--- config.mk ---
export PLATFORM = sky130hd
export DESIGN_NAME = counter_seq_ctrl
export DESIGN_NICKNAME = d
export VERILOG_FILES = /design/src/rtl/counter_pkg.sv /design/src/rtl/tick_prescaler.sv /design/src/rtl/counter_seq_ctrl.sv
export SDC_FILE = /design/constraint.sdc
export NUM_CORES = 1
export LEC_CHECK = 0
export ABC_AREA = 1
export BUFFER_PORTS_ARGS = -buffer_cell sky130_fd_sc_hd__buf_2
export CELL_PAD_IN_SITES_DETAIL_PLACEMENT = 1
export CELL_PAD_IN_SITES_GLOBAL_PLACEMENT = 2
export CORE_ASPECT_RATIO = 0.8
export CORE_MARGIN = 1.5
export CORE_UTILIZATION = 33
export DETAILED_ROUTE_END_ITERATION = 10
export PLACE_DENSITY = 0.89
export REMOVE_ABC_BUFFERS = 1
export SYNTH_ARGS = -nofsm -noshare
export SYNTH_HDL_FRONTEND = slang
export SYNTH_SLANG_ARGS = --single-unit
--- constraint.sdc ---
create_clock -name clk_i -period 5.1 [get_ports clk_i]
set_clock_uncertainty 0.15 [all_clocks]
set_input_delay 0.765 -clock clk_i [delete_from_list [all_inputs] [get_ports clk_i]]
set_output_delay 0.765 -clock clk_i [all_outputs]
set_load 0.005 [all_outputs]
--- src/rtl/counter_pkg.sv ---
// Shared types and defaults for the counter sequencer and its prescaler.
package counter_pkg;

  localparam int unsigned NDefault    = 8;
  localparam int unsigned PwDefault   = 23;
  localparam int unsigned DIV_DEFAULT = 7400000;

  typedef enum logic [2:0] {
    StIdle,
    StArm,
    StRun,
    StHold,
    StDone
  } state_e;

endpackage

--- src/rtl/tick_prescaler.sv ---
// Reloadable divider: counts 0..div_i while enabled and strobes expire_o on the
// terminal count, reloading to 0 in the same cycle.
module tick_prescaler #(
  parameter int unsigned PW = 23
) (
  input  logic          clk_i,
  input  logic          rst_ni,
  input  logic          en_i,
  input  logic          load_i,
  input  logic [PW-1:0] div_i,
  output logic          expire_o
);

  logic [PW-1:0] cnt_q, cnt_d;

  assign expire_o = en_i && (cnt_q == div_i);

  always_comb begin
    cnt_d = cnt_q;
    if (load_i) begin
      cnt_d = '0;
    end else if (en_i) begin
      cnt_d = expire_o ? '0 : cnt_q + PW'(1);
    end
  end

  always_ff @(posedge clk_i) begin
    if (!rst_ni) begin
      cnt_q <= '0;
    end else begin
      cnt_q <= cnt_d;
    end
  end

endmodule

--- src/rtl/counter_seq_ctrl.sv ---
// Start/stop sequencer for the binary counter: paces step/clr strobes with a run-time divisor.
// Define COUNTER_SEQ_PAUSE_EN to turn stop-in-run into a resumable pause (HOLD state).
module counter_seq_ctrl
  import counter_pkg::*;
#(
  parameter int unsigned N  = NDefault,
  parameter int unsigned PW = PwDefault
) (
  input  logic          clk_i,
  input  logic          rst_ni,
  input  logic          start_i,
  input  logic          stop_i,
  input  logic          clear_i,
  input  logic [PW-1:0] div_i,
  input  logic [N-1:0]  limit_i,
  input  logic          auto_reload_i,
  output logic          busy_o,
  output logic          step_o,
  output logic          clr_o,
  output logic [N-1:0]  value_o,
  output logic          done_o
);

  state_e        state_q, state_d;
  logic [N-1:0]  value_q, value_d;
  logic [N-1:0]  limit_q, limit_d;
  logic [PW-1:0] div_q, div_d;
  logic          ar_q, ar_d;
  logic          busy_q, busy_d;
  logic          step_q, step_d;
  logic          clr_q, clr_d;
  logic          done_q, done_d;

  logic          idle_or_done;
  logic          finishing;
  logic          ps_en, ps_load, ps_expire;

  // A one-shot run signals done while still in RUN; the following cycle retires it to DONE.
  assign finishing    = (state_q == StRun) && done_q && !ar_q;
  assign idle_or_done = (state_q == StIdle) || (state_q == StDone);
  assign ps_en        = !clear_i && !stop_i &&
                        ((state_q == StArm) || ((state_q == StRun) && !finishing));
  assign ps_load      = clear_i || (!stop_i && start_i && idle_or_done);

  tick_prescaler #(
    .PW(PW)
  ) u_prescaler (
    .clk_i   (clk_i),
    .rst_ni  (rst_ni),
    .en_i    (ps_en),
    .load_i  (ps_load),
    .div_i   (div_q),
    .expire_o(ps_expire)
  );

  always_comb begin
    state_d = state_q;
    value_d = value_q;
    limit_d = limit_q;
    div_d   = div_q;
    ar_d    = ar_q;
    step_d  = 1'b0;
    clr_d   = 1'b0;
    done_d  = 1'b0;
    if (clear_i) begin
      state_d = StIdle;
      value_d = '0;
      clr_d   = 1'b1;
    end else if (stop_i) begin
`ifdef COUNTER_SEQ_PAUSE_EN
      state_d = ((state_q == StRun) && !finishing) ? StHold : StIdle;
`else
      state_d = StIdle;
`endif
    end else if (start_i && idle_or_done) begin
      state_d = StArm;
      value_d = '0;
      clr_d   = 1'b1;
      div_d   = div_i;
      limit_d = limit_i;
      ar_d    = auto_reload_i;
`ifdef COUNTER_SEQ_PAUSE_EN
    end else if (start_i && (state_q == StHold)) begin
      state_d = StRun;
`endif
    end else begin
      case (state_q)
        StArm, StRun: begin
          if (finishing) begin
            state_d = StDone;
          end else begin
            state_d = StRun;
            if (ps_expire) begin
              if (value_q != limit_q) begin
                value_d = value_q + N'(1);
                step_d  = 1'b1;
              end else begin
                done_d = 1'b1;
                if (ar_q) begin
                  value_d = '0;
                  clr_d   = 1'b1;
                end
              end
            end
          end
        end
        default: ;
      endcase
    end
    busy_d = (state_d == StArm) || (state_d == StRun) || (state_d == StHold);
  end

  always_ff @(posedge clk_i) begin
    if (!rst_ni) begin
      state_q <= StIdle;
      value_q <= '0;
      limit_q <= '0;
      div_q   <= '0;
      ar_q    <= 1'b0;
      busy_q  <= 1'b0;
      step_q  <= 1'b0;
      clr_q   <= 1'b0;
      done_q  <= 1'b0;
    end else begin
      state_q <= state_d;
      value_q <= value_d;
      limit_q <= limit_d;
      div_q   <= div_d;
      ar_q    <= ar_d;
      busy_q  <= busy_d;
      step_q  <= step_d;
      clr_q   <= clr_d;
      done_q  <= done_d;
    end
  end

  assign busy_o  = busy_q;
  assign step_o  = step_q;
  assign clr_o   = clr_q;
  assign done_o  = done_q;
  assign value_o = value_q;

endmodule

==> results of run 1 <==
[flip-flops by register name (all words and copies together), names as in the netlist]
| register | cells |
|---|---|
| ar_q | 1 |
| busy_o | 1 |
| clr_o | 1 |
| div_q | 23 |
| done_o | 1 |
| limit_q | 8 |
| state_q | 3 |
| step_o | 1 |
| u_prescaler.cnt_q | 23 |
| value_o | 8 |
[stage by stage]
stage | setup slack [ns] | utilization (%) | hold slack (ns) | std cells | cell area, um2
detailed placement | 1.63 | 38.1 | 0.318 | 741 | 3980
floorplan | 2.60 | - | 0.293 | 553 | 3560
global route | 1.59 | 41.0 | 0.351 | 757 | 4280
finish | 2.02 | 41.0 | 0.326 | 757 | 4280
global placement | 1.81 | 38.1 | 0.306 | 741 | 3980
CTS | 1.94 | 41.0 | 0.327 | 757 | 4280
[final cells by class]
cell class,instances,area share [%]
clock buffer,13,6.07
inverter,80,7.01
tap,140,4.09
clock inverter,3,0.993
multi-input combinational,403,43.5
timing repair buffer,48,5.61
sequential,70,32.7
[worst max-delay path, cell delays in order]
cell and delay [ns]:
buf_2 0.41, inv_1 0.22, nor2_1 0.25, inv_1 0.20, nor2_1 0.15, inv_1 0.09
nor2_1 0.60, inv_2 0.24, nor3_1 0.23
[final timing paths]
path	start	slack, ns	to	depth (start not counted)
setup / recovery	rst_ni	2.02	u_prescaler.cnt_q[14]$_SDFFE_PP0P_	9
hold / removal	div_q[18]$_SDFFE_PN0P_	0.33	div_q[18]$_SDFFE_PN0P_	2
setup reg to reg	state_q[1]$_SDFF_PN0_	2.69	u_prescaler.cnt_q[14]$_SDFFE_PP0P_	10
hold reg to reg	div_q[18]$_SDFFE_PN0P_	0.33	div_q[18]$_SDFFE_PN0P_	2
[cell usage after synthesis]
master    count
nor4_1        1
xor2_1       11
a21oi_1      51
nor3_1       12
inv_2         2
nand3_2       1
nand2_4       2
nand4_1      10
nand2_1     155
buf_1         1
nor3b_1       1
buf_4         1
nor2_1       71
nor2_2        2
xnor2_1       4
a211oi_1      1
nand3_1      36
inv_1        78
or2_2         1
o21ai_0      38
nand3b_1      1
and3_1        1
clkbuf_1      6
buf_2         3
nor2_4        2
dfxtp_1      70
ha_1          2
[kinds of logic (layout without fill, tap and decap cells)]
kind of cell | Yosys count | in the layout | share of synthesized area [%]
flip-flops | 70 | 70 | 38.8
AND/OR/NAND/NOR | 296 | 296 | 34.7
buffers and inverters | 91 | 144 | 9.66
XOR/XNOR | 15 | 15 | 3.64
AO/OA/AOI/OAI | 90 | 90 | 12.5
adder cells (fa/ha/maj) | 2 | 2 | 0.693
[where the power goes]
part	internal, mW	switching (mW)	total [mW]
sequential	0.562	0.00815	0.570
clock	0.405	0.233	0.638
combinational	0.0411	0.0809	0.122
total	1.01	0.322	1.33
[metal layers]
| layer | vias to the layer above | global-route usage, % | share of wire, % |
|---|---|---|---|
| met5 | - | 0 | 0 |
| met4 | 0 | 2.98 | 0.50 |
| met3 | 6 | 5.22 | 3.2 |
| met2 | 43 | 31.8 | 44 |
| met1 | 1703 | 27.5 | 53 |
| li1 | 1888 | - | - |
==> summary.md, run 1 <==
| Metric | Value |
|---|---|
| Status | `finished, final reports clean` |
| GRT overflow | `0` |
| Power, Total | `1.33 mW` |
| CP Capture Type | `register` |
| DR iter-0 viols | `129` |
| Max IR drop VDD | `0.177 mV` |
| PwrDens | `310 nW/um2` |
| Req. time, crit path | `5.19 ns` |
| Synth top area cells | `dfxtp_1, nand2_1, inv_1` |
| Yosys reg bits | `70` |
| Register area share after synthesis | `38.8%` |
| Crit-path max FO | `29` |
| Max Root-Sink Buffers | `2` |
| Proportion of layout cells with a drive suffix above 1 | `11.8%` |
| Clk sinks | `70` |
| Dpl hpwl | `8300 um` |
| Type of the most critical hold path | `reg2reg` |
| Slew HR | `33.9%` |
| Core area | `10400 um2` |
| Crit path DAT | `3.17 ns` |
| Final slew viol count | `0` |
| FILL cells | `1389` |
| Final hold violation count | `0` |
| Routed Antenna Nets | `0` |
| Cts bufs inserted | `9` |
| WS Path Type | `in2reg` |
| Post-cts sizing count | `0` |
| Number of global-route vias before repair | `3607` |
| Cells after synthesis | `564` |
| FMAX | `0.325 GHz` |
| Initial Utilization | `34.6%` |
| Post-synth top area share | `38.8%` |
| # nets final | `651` |
| Minimum clock period | `3.08 ns` |
| Max_cap viols | `0` |
| Final GP Congestion | `0.833` |
| Drt pass-1 iters | `4` |
| Vias/cell | `4.81` |
| Postcts setup bufs | `0` |
| Clock Latency Late Sink | `0.33 ns` |
| H-tree Lvls | `3` |
| Post-synth cell types | `27` |
| Reg clk slew, reported paths | `0.06 ns` |
| Mapped Area | `3610 um2` |
| Mean post-synth cell area | `6.40 um2` |
| Routed wire length | `11000 um` |
| Die area | `11600 um2` |
| Endpoints failing setup | `0` |
| Pin count of the biggest net entering global routing | `61` |
| Number of buffers added on ports | `48` |
| Setup TNS | `0 ns` |
| Actual slew at the worst max-slew pin | `0.987 ns` |
| CP Launch Type | `input pin` |
| Global-route wire length before repair | `17900 um` |
| RSZ-0062 raised after global routing | `no` |
| Layout Area Growth over Synthesis | `18.6%` |
| Drc violations | `0` |
| Die Wd | `120 um` |
| Row cnt | `33` |
| Vias post-DR | `3640` |
| Synth warnings | `0` |
| Reg area | `1400 um2` |
| Clock root cell | `clkbuf_16` |
| Routed length per instance | `14.5 um` |
| Area of the multi-input gates | `1860 um2` |
| Synth area leader | `dfxtp_1` |
| Fin crit share | `60.3%` |
| Commonest non-fill, non-tap cell in the layout | `nand2_1` |
| IO Pins | `49` |
| Antenna violations before repair | `0` |
| CTS tree | `done` |
| Most frequent cells in the layout | `nand2_1, inv_1, nor2_1` |
| Chip height | `96.6 um` |
| Lkg Pwr | `1.85 nW` |
| ANT cells | `0` |
| Cts hold-fix bufs | `0` |
| Total GRT Usage | `19.9%` |
No activity file was read; power rests on OpenSTA's default activity.
==> run 2, diff against run 1 <==
CORE_UTILIZATION = 31   (was 33)
PLACE_DENSITY = 0.84   (was 0.89)
clock period = 3.13 ns   (was 5.1 ns; I/O delays follow)
==> summary.md, run 2 (synthesis gave the netlist of run 1 again) <==
| Metric | Value |
|---|---|
| Lkg Pwr | `1.88 nW (+1.6%)` |
| Dpl hpwl | `8530 um (+2.7%)` |
| Initial Utilization | `31.6% (-3.0 points)` |
| Slew HR | `31.8% (-2.1 points)` |
| Actual slew at the worst max-slew pin | `1.02 ns (+0.0319 ns)` |
| Clock Latency Late Sink | `0.34 ns (about the same)` |
| Cts hold-fix bufs | `0 (unchanged)` |
| Clk pwr share | `49.6% (+1.6 points)` |
| Endpoints failing setup | `0 (unchanged)` |
| WS Path Type | `reg2reg` |
| Pin count of the biggest net entering global routing | `60 (-1.6%)` |
| Req. time, crit path | `3.17 ns (-2.02 ns)` |
| Design Area, Final | `4340 um2 (+1.3%)` |
| Commonest non-fill, non-tap cell in the layout | `nand2_1` |
| Worst R2R Path Depth | `6 (-4)` |
| Drc violations | `0 (unchanged)` |
| Proportion of layout cells with a drive suffix above 1 | `12.4% (+0.57 points)` |
| Type of the most critical hold path | `in2reg` |
| Max Root-Sink Buffers | `2 (unchanged)` |
| Layout Area Growth over Synthesis | `20.1%` |
| Hold Crit Depth | `3 (+1)` |
| Top sig layer | `met4` |
| # nets final | `655 (+0.61%)` |
| Metal3 WL | `419 um (+20%)` |
| Most frequent cells in the layout | `nand2_1, inv_1, nor2_1` |
| CTS tree | `done` |
| RSZ-0062 raised after global routing | `no` |
| P_sw | `540 uW (+68%)` |
| Power, Total | `2.24 mW (+69%)` |
| Crit-path max FO | `59 (+100%)` |
| Crit path DAT | `2.47 ns (-0.70 ns)` |
| Row cnt | `35 (+6.1%)` |
| Vias post-DR | `3684 (+1.2%)` |
| Die Wd | `124 um (+3.1%)` |
| Clk sinks | `70 (unchanged)` |
| Fin crit share | `77.6%` |
| Status | `finished, final reports clean` |
| Routed wire length | `11100 um (+1.6%)` |
| Metal-1 WL | `5780 um (+0.29%)` |
| Met2 Routed Length | `4760 um (-0.52%)` |
| Largest regs | `div_q: 23 flops, u_prescaler.cnt_q: 23 flops` |
| Routed Antenna Nets | `0 (unchanged)` |
| Cts bufs inserted | `9 (unchanged)` |
| Clock root cell | `clkbuf_16` |
| Die area | `12300 um2 (+6.3%)` |
| H-tree Lvls | `3 (unchanged)` |
| Post-cts sizing count | `0 (unchanged)` |
| Postcts setup bufs | `0 (unchanged)` |
| PwrDens | `517 nW/um2 (+67%)` |
| Max_cap viols | `0 (unchanged)` |
| IO Pins | `49 (unchanged)` |
| Total GRT Usage | `19.6% (-0.29 points)` |
| Routed length per instance | `14.5 um (about the same)` |
| Sw Share | `24.1% (-0.14 points)` |
| Drt pass-1 iters | `4 (unchanged)` |
| Pint | `1.70 mW (+69%)` |
| Reg clk slew, reported paths | `0.06 ns (about the same)` |
| Comb pwr share | `9.0% (-0.2 points)` |
| Final slew viol count | `0 (unchanged)` |
| Antenna violations before repair | `0 (unchanged)` |
| Final hold violation count | `0 (unchanged)` |
| Worst slack, placed | `0.531 ns (-1.10 ns)` |
| Core area | `11400 um2 (+9.4%)` |
| Layout Utilization | `38.0% (-3.1 points)` |
| Final GP Congestion | `0.827 (-0.78%)` |
| Minimum clock period | `2.43 ns` |
| GRT overflow | `0 (unchanged)` |
| Post-route setup slack | `0.702 ns (-1.32 ns)` |
| Max IR drop VDD | `0.238 mV (+35%)` |
| Setup TNS | `0 ns (unchanged)` |
| Sequential group share of total power | `41.4% (-1.5 points)` |
| Number of buffers added on ports | `48 (unchanged)` |
| Global-route wire length before repair | `18500 um (+3.2%)` |
| Vias/cell | `4.79 (-0.37%)` |
| Post-DP Area | `4020 um2 (+1.0%)` |
| CP Launch Type | `register` |
| ANT cells | `0 (unchanged)` |
| CP Capture Type | `register` |
| Number of global-route vias before repair | `3830 (+6.2%)` |
| DR iter-0 viols | `160 (+24%)` |
| FMAX | `0.412 GHz` |
| Chip height | `99.6 um (+3.1%)` |
## run 2: cell count changes in the layout (fill, tap and decap cells not counted)
cell / before / now
clkbuf_8: 2 / 1
clkinvlp_4: 1 / 0
buf_4: 0 / 4
bufinv_16: 1 / 2
clkinv_2: 1 / 2
## run 2: layout make-up
| type | instances | area (um2) |
|---|---|---|
| fill | 1503 | 7090 |
| sequential | 70 | 1400 |
| inverter | 80 | 300 |
| clock inverter | 4 | 70.1 |
| multi-input combinational | 403 | 1860 |
| tap | 148 | 185 |
| timing repair buffer | 52 | 270 |
| clock buffer | 12 | 246 |
## run 2: final timing paths
path                     startpoint                     end  slack (ns)
max           state_q[0]$_SDFF_PN0_   div_q[5]$_SDFFE_PN0P_        0.70
min                       div_i[11]  div_q[11]$_SDFFE_PN0P_        0.26
max reg2reg   state_q[0]$_SDFF_PN0_   div_q[5]$_SDFFE_PN0P_        0.70
min reg2reg  div_q[13]$_SDFFE_PN0P_  div_q[13]$_SDFFE_PN0P_        0.32
## run 2: per-stage QoR
stage | cells | hold slack, ns
after floorplan | 553 | 0.293
after CTS | 769 | 0.252
after detailed placement | 753 | 0.317
after global placement | 753 | 0.303
final | 769 | 0.257
after global routing | 769 | 0.272
## run 2: power by group through the flow
stage | Combinational (mW) | Clock (mW) | Sequential [mW]
after floorplan | 0.121 | 0 | 0.944
after global placement | 0.197 | 0 | 0.947
after detailed placement | 0.202 | 0 | 0.948
after CTS | 0.204 | 1.14 | 0.929
after global routing | 0.233 | 1.16 | 0.931
final | 0.201 | 1.11 | 0.929
## run 2: worst max-delay path, cell delays in order, from the launching register on
cell,delay (ns)
dfxtp_1,0.32
inv_1,0.08
nand3_1,0.24
inv_1,0.30
nand2_2,0.61
o21ai_0,0.46
a21oi_1,0.07
## run 2: layer usage
metal	track usage [%]	vias up
met5	0	-
li1	-	1897
met4	7.34	0
met2	29.7	47
met1	27.2	1724
met3	4.13	16
